===== src/rtl/mem_access_unit.sv =====
// +--------------------------------------------------------------------------+
// | mem_access_unit : wait-stated single-port 16-bit word array for a CPU    |
// | Rev 1.0                                                                  |
// +--------------------------------------------------------------------------+
`default_nettype none

module mem_access_unit #(
   parameter int WAIT_CYCLES = 2,
   parameter int DEPTH       = 128
) (
   input  logic        Clk,
   input  logic        Rst_n,
   input  logic        Req,
   input  logic        We,
   input  logic [7:0]  Addr,
   input  logic [15:0] WData,
   output logic        Ready,
   output logic        Ack,
   output logic [15:0] RData,
   output logic        Err
);

   localparam int         AW      = (DEPTH > 1) ? $clog2(DEPTH) : 1;
   localparam logic [8:0] DEPTH_L = 9'(DEPTH);

   typedef enum logic [1:0] {
      S_IDLE   = 2'd0,
      S_WAIT   = 2'd1,
      S_ACCESS = 2'd2,
      S_DONE   = 2'd3
   } state_t;

   state_t        state_q, state_d;
   logic [3:0]    cnt_q, cnt_d;
   logic [7:0]    addr_q, addr_d;
   logic          we_q, we_d;
   logic [15:0]   wdata_q, wdata_d;
   logic [15:0]   rdata_q, rdata_d;
   logic          err_q, err_d;

   logic [15:0]   mem [DEPTH];
   logic          in_range;
   logic [AW-1:0] idx;

   assign in_range = ({1'b0, addr_q} < DEPTH_L);
   assign idx      = addr_q[AW-1:0];

   always_comb begin
      state_d = state_q;
      cnt_d   = cnt_q;
      addr_d  = addr_q;
      we_d    = we_q;
      wdata_d = wdata_q;
      rdata_d = rdata_q;
      err_d   = err_q;
      case (state_q)
         S_IDLE: begin
            if (Req) begin
               addr_d  = Addr;
               we_d    = We;
               wdata_d = WData;
               err_d   = 1'b0;
               cnt_d   = 4'(WAIT_CYCLES);
               state_d = (WAIT_CYCLES > 0) ? S_WAIT : S_ACCESS;
            end
         end
         S_WAIT: begin
            // Leave on the edge that brings the counter to zero.
            if (cnt_q <= 4'd1) begin
               cnt_d   = 4'd0;
               state_d = S_ACCESS;
            end else begin
               cnt_d = cnt_q - 4'd1;
            end
         end
         S_ACCESS: begin
            if (!we_q) begin
               rdata_d = in_range ? mem[idx] : 16'h0000;
            end
            err_d   = !in_range;
            state_d = S_DONE;
         end
         S_DONE: begin
            state_d = S_IDLE;
         end
         default: begin
            state_d = S_IDLE;
         end
      endcase
   end

   always_ff @(posedge Clk or negedge Rst_n) begin
      if (!Rst_n) begin
         state_q <= S_IDLE;
         cnt_q   <= 4'd0;
         addr_q  <= 8'h00;
         we_q    <= 1'b0;
         wdata_q <= 16'h0000;
         rdata_q <= 16'h0000;
         err_q   <= 1'b0;
      end else begin
         state_q <= state_d;
         cnt_q   <= cnt_d;
         addr_q  <= addr_d;
         we_q    <= we_d;
         wdata_q <= wdata_d;
         rdata_q <= rdata_d;
         err_q   <= err_d;
      end
   end

   // Array survives reset; an asserted reset has already forced IDLE, so no write slips through.
   always_ff @(posedge Clk) begin
      if (state_q == S_ACCESS && we_q && in_range) begin
         mem[idx] <= wdata_q;
      end
   end

   assign Ready = (state_q == S_IDLE);
   assign Ack   = (state_q == S_DONE);
   assign RData = rdata_q;
   assign Err   = err_q;

endmodule

`default_nettype wire

===== config.mk =====
export PLATFORM = sky130hd
export DESIGN_NAME = mem_access_unit
export DESIGN_NICKNAME = d
export VERILOG_FILES = /design/src/rtl/mem_access_unit.sv
export SDC_FILE = /design/constraint.sdc
export NUM_CORES = 2
export LEC_CHECK = 0
export ABC_AREA = 1
export ABC_CLOCK_PERIOD_IN_PS = 6000
export BUFFER_PORTS_ARGS = -buffer_cell sky130_fd_sc_hd__buf_2
export CORE_MARGIN = 1
export CORE_UTILIZATION = 40
export DETAILED_ROUTE_END_ITERATION = 10
export PLACE_DENSITY = 0.62
export SYNTH_ARGS = -nofsm -noshare
export SYNTH_HDL_FRONTEND = slang
export SYNTH_SLANG_ARGS = --single-unit

===== constraint.sdc =====
create_clock -name Clk -period 6 [get_ports Clk]
set_clock_uncertainty 0.1 [all_clocks]
set_input_delay 1.2 -clock Clk [delete_from_list [all_inputs] [get_ports Clk]]
set_output_delay 1.2 -clock Clk [all_outputs]
set_load 0.05 [all_outputs]

Word level (Yosys, flattened, before mapping)
Memory sizes are Yosys's and may differ from the RTL's.
Cells that the tools add are included.
{"block": "totals", "n_memories": 1, "wordCells": 39, "regBits": 48, "ram_bits": 2048, "output_inout_bits": 19}
{"memory": "mem", "depth": 128, "width": 16, "rd": 1, "rd_ports_with_merged_regs": 0, "write_ports": 1, "line_no": "41", "rtl": "logic [15:0] mem [DEPTH];"}
{"block": "classes", "bitwise_logic": 1, "n_addsub": 1, "order_cmp": 2, "eq_ne": 5, "n_reduce_logical": 11, "n_mux": 11}
{"op": "16-bit 2-to-1 mux", "n": 1}
{"op": "2-bit AND reduction", "n": 5}
{"op": "8-bit less-than comparator (second input constant)", "n": 1}
{"op": "4-bit 2-to-1 mux", "n": 2}
{"op": "2-bit one-hot mux with 4 select lines", "n": 1}
{"op": "4-bit one-hot mux with 2 select lines", "n": 1}
{"op": "2-bit equality test (second input constant)", "n": 2}
{"op": "4-bit by 1-bit <= comparator with 1-bit output (second input constant)", "n": 1}
{"op": "2-bit 2-to-1 mux", "n": 2}
{"op": "2-bit inequality test (second input constant)", "n": 2}
{"op": "2-bit nonzero test", "n": 2}
{"op": "4-bit by 1-bit subtractor with 4-bit output (second input constant)", "n": 1}
{"op": "1-bit 2-to-1 mux", "n": 3}
{"op": "2-bit by 1-bit equality test with 1-bit output (second input constant)", "n": 1}
{"op": "1-bit logical AND", "n": 2}
{"op": "2-bit zero test", "n": 1}
{"op": "1-bit one-hot mux with 2 select lines", "n": 1}
{"op": "1-bit zero test", "n": 1}
{"op": "1-bit inverter", "n": 1}

Depth between registers and ports, before layout
{"block": "logic_depth", "ltp_word": 5, "depth_mapped": 19, "ltp_nobuf": 15}

Worst setup path before layout
Ideal clock, no wire load.
{"block": "synth_path", "path_type": "register to register", "from": "register state_q[0]", "to": "memory mem[100][0], enable pin", "path_buffers": 1, "slack_ns": 3.223, "t_required_ns": 5.512, "arrival_ns": 2.289, "stages_incl_launch_ff": 8, "cell_sequence": "dfrtp_1 -> inv_1 -> ha_1 -> inv_1 -> nor3_2 -> nand3_1 -> clkbuf_1 -> nor2_1"}
{"block": "synth_between", "elab_chain_cells": 5}
{"element": "start: declaration", "line_no": "33", "rtl": "state_t state_q, state_d;"}
{"element": "start signal: assignment", "line_no": "102", "rtl": "state_q <= state_d;"}
{"element": "2-bit equality test", "line_no": "114", "rtl": "if (state_q == S_ACCESS && we_q && in_range) begin"}
{"element": "1-bit logical AND (2 in series)", "line_no": "114"}
{"element": "1-bit 2-to-1 mux", "line_no": "114"}
{"element": "1-bit 2-to-1 mux (not written as such)", "line_no": "115", "rtl": "mem[idx] <= wdata_q;"}
{"element": "end: declaration", "line_no": "41"}
Every way passes these cells.

Final worst setup path
{"block": "layout_path", "from": "register addr_q[0]", "to": "register rdata_q[11] (netlist: RData[11])"}
{"block": "layout_between", "elab_chain_cells": 2, "elab_cells_between_ends": 3, "cone_classes": "order compare (1); mux (1); memory (1)"}
{"element": "start: declaration", "line_no": "35", "rtl": "logic [7:0] addr_q, addr_d;"}
{"element": "start signal: assignment", "line_no": "104", "rtl": "addr_q <= addr_d;"}
{"element": "memory 128 x 16 bit or 8-bit less-than comparator (tied branches)"}
{"element": "16-bit 2-to-1 mux *", "line_no": "78", "rtl": "rdata_d = in_range ? mem[idx] : 16'h0000;"}
{"element": "end signal: assignment", "line_no": "107", "rtl": "rdata_q <= rdata_d;"}
{"element": "end: declaration", "line_no": "38", "rtl": "logic [15:0] rdata_q, rdata_d;"}
Mark *: on every way between the ends. The rest lies on a longest branch, timed or not.
A chain may end at the register's enable or synchronous reset.

==> flow_summary.yaml <==
logic_synthesis:
  synth-simple-area-share: 0.262
  synth.most_common_cell: "nand2_1"
  ys_seq_area_frac: 0.709
  ys_warn_count: 0
  synth-xor-area-share: 0
  synth.mux.area_fraction: 0
  avgSynthCellArea_sq_um: 10.0
  synthTopCellsByCount: "5780 x nand2_1, 2048 x edfxtp_1, 322 x nor2_1"
  synthAdderAreaFrac: 0.000990
  async_flop_share: 0.0229
  synth_top_family_by_area: "simple AND/OR/NAND/NOR gates"
  yosys.area.top_type: "edfxtp_1"
  syn_area_sq_um: 88500
  ys_ff_latch: 2096
  synth_compound_area_frac: 0.00228
  synth_top_area_share: 0.695
  synth_cell_types: 22
  synth_flop_cell: "edfxtp_1"
  synth_cells: 8807
  syn-num-nets: 8842
  synthTopCellsByArea: "edfxtp_1 69%, nand2_1 25%, nor2_1 1.4%, dfrtp_1 1.4%, buf_2 1.1%"
  synth-edff-count: 2048
sta:
  slew_viol_final: 0
  hold_slack_ps: 346
  fin_crit_ps: 4110
  rsz0062_at_grt: "no"
  finalWorstSetupSlack_ps: 1890
  relSlewSlack: 0.130
  max_freq_mhz: 244
  hold_viol_final: 0
  period_share: 0.684
  tightest_slew_ps: 1300
  finalSetupViolCount: 0
  fin_tns_setup_ps: 0
route:
  drt_wl_total_um: 246000
  postRouteAntennaNets: 0
  drtIter0Drc: 6415
  drc_errors: 0
  viasPerCell: 5.04
  wire_per_inst_um: 20.6
  first_pass_iters: 6
  vias: 60300
clock_tree:
  cts_sinks: 2096
  cts_setup_buffers: 0
  clkTransAtPathRegs_ps: 60
  htreeDepth: 4
  cts_max_path_buffers: 3
  cts_hold_buffers: 0
  clk_latency_ps: 880
  cts_root_buffer: "clkbuf_16"
  cts_tree: "done"
  cts_resized: 0
  cts_buffers: 204
layout:
  nNetsFinal: 8864
  fillers: 20100
  area_growth_pct: 11.7
  multi_input_area_sq_um: 23500
  drive_gt1_frac: 0.0646
  seqCellArea_sq_um: 62800
worst_setup_path:
  endpoint_kind: "flip-flop"
  rr_startpoint: "addr_q[0]$_DFFE_PN0P_"
  regToRegSetupSlack_ps: 1890
  path_max_fanout: 164
  timing.critical_path.from: "addr_q[0]$_DFFE_PN0P_"
  r2r-end: "RData[11]$_DFFE_PN0P_"
  worstPathRequired_ps: 6720
  r2r_cells: 17
  path_class: "flip-flop to flip-flop"
  cp.arrival_ps: 4830
  worst_setup_path_start_kind: "flip-flop"
placement:
  dpl.hpwl_um: 136000
  routabilityCongestion: 0.860
  dp_slack_ps: 1930
  io_buffers: 46
die:
  start_util: 0.403
  die_y_um: 472
  dieWidth_um: 472
  io_pins: 47
  die_area_sq_um: 223000
  core_sq_um: 220000
  rows: 172
power:
  ir_drop_mv: 0.386
  power-per-cell-area_nw_per_um2: 492
  power_w: 0.0486
  p_leak_nw: 41.4
status:
  status: "finished clean"
global_routing:
  grt_pass1_vias: 57800
  grt.total_usage: 0.218
  grt_antenna_before_repair: 3
  grt_max_degree: 205
  grt-ovfl-total: 0
  grt_pass1_wl_um: 368000
flow_run:
  cap_violations: 0
hold_path:
  hp-class: "primary input to async pin"
-- worst max path at each step --
stage | endpoint | slack [ps] | depth (start not counted)
2_1_floorplan | mem[100][0]$_DFFE_PP_ | 3220 | 7
3_3_place_gp | RData[11]$_DFFE_PN0P_ | 1910 | 17
3_5_place_dp | RData[11]$_DFFE_PN0P_ | 1930 | 17
4_1_cts | RData[11]$_DFFE_PN0P_ | 1910 | 17
5_1_grt | RData[2]$_DFFE_PN0P_ | 1560 | 17
6_report | RData[11]$_DFFE_PN0P_ | 1890 | 17
-- where the power goes --
group          switching, W  leakage [nW]  internal (W)
combinational        0.0125          19.0       0.00367
clock               0.00557          3.19       0.00715
sequential          0.00151          19.2        0.0182
total                0.0195          41.4        0.0291
-- cell type report --
class,instances,share of cell area
Sequential cell,2096,0.635
Multi-Input combinational cell,6191,0.238
Clock buffer,268,0.0552
Tap cell,2958,0.0374
Timing Repair Buffer,259,0.0202
Clock inverter,106,0.0113
Inverter,77,0.00325
Antenna cell,2,0.0000506
-- logic make-up (layout without fill, tap and decap cells) --
kind of cell / Yosys count / count (layout)
AO/OA/AOI/OAI: 36 / 36
adder cells (fa/ha/maj): 7 / 7
buffers and inverters: 520 / 710
flip-flops: 2096 / 2096
other: 0 / 2
AND/OR/NAND/NOR: 6148 / 6148
-- flip-flops by register name (all words and copies together), names as in the netlist --
register and flops:
mem 2048, RData 16, wdata_q 16, addr_q 8, cnt_q 4, state_q 2
Err 1, we_q 1
-- cell usage in the layout, fill, tap and decap left out, drive strengths merged --
cell / count
nand4: 1
nor2: 322
clkinv: 79
a21oi: 4
buf: 259
or2: 4
nand3: 40
clkbuf: 268
o211ai: 7
diode: 2
clkinvlp: 4
edfxtp: 2048
o22ai: 3
bufinv: 17
nand2: 5780
o21ai: 22
nor3: 1
ha: 7
dfrtp: 48
inv: 83
-- layer usage --
metal,track usage,wire length (um),vias up
met1,0.292,102000,29200
met2,0.357,117000,2304
met5,0,0,-
li1,-,-,28400
met4,0.0880,9940,0
met3,0.0300,17000,424
-- through the flow --
| stage | area [sq um] | instances | util |
|---|---|---|---|
| floorplan | 88500 | 8807 | - |
| global placement | 92300 | 11600 | 0.420 |
| detailed placement | 92300 | 11600 | 0.420 |
| CTS | 98800 | 12000 | 0.450 |
| global route | 98800 | 12000 | 0.450 |
| finish | 98800 | 12000 | 0.450 |
-- worst max-delay path, stage by stage (launching register included) --
cell and delay, ps:
dfrtp_4 680, inv_16 510, buf_4 520, buf_4 680, nand2_1 100, nand2_1 100, nand2_1 60, nand2_1 100
nand2_1 50, nand2_1 110, nand2_1 100, nand2_1 230, nor2_1 100, nor2_1 180, nor2_1 80, nand2_1 70
nand2_1 50, nand2_1 60
(Power assumes the default switching activity.)
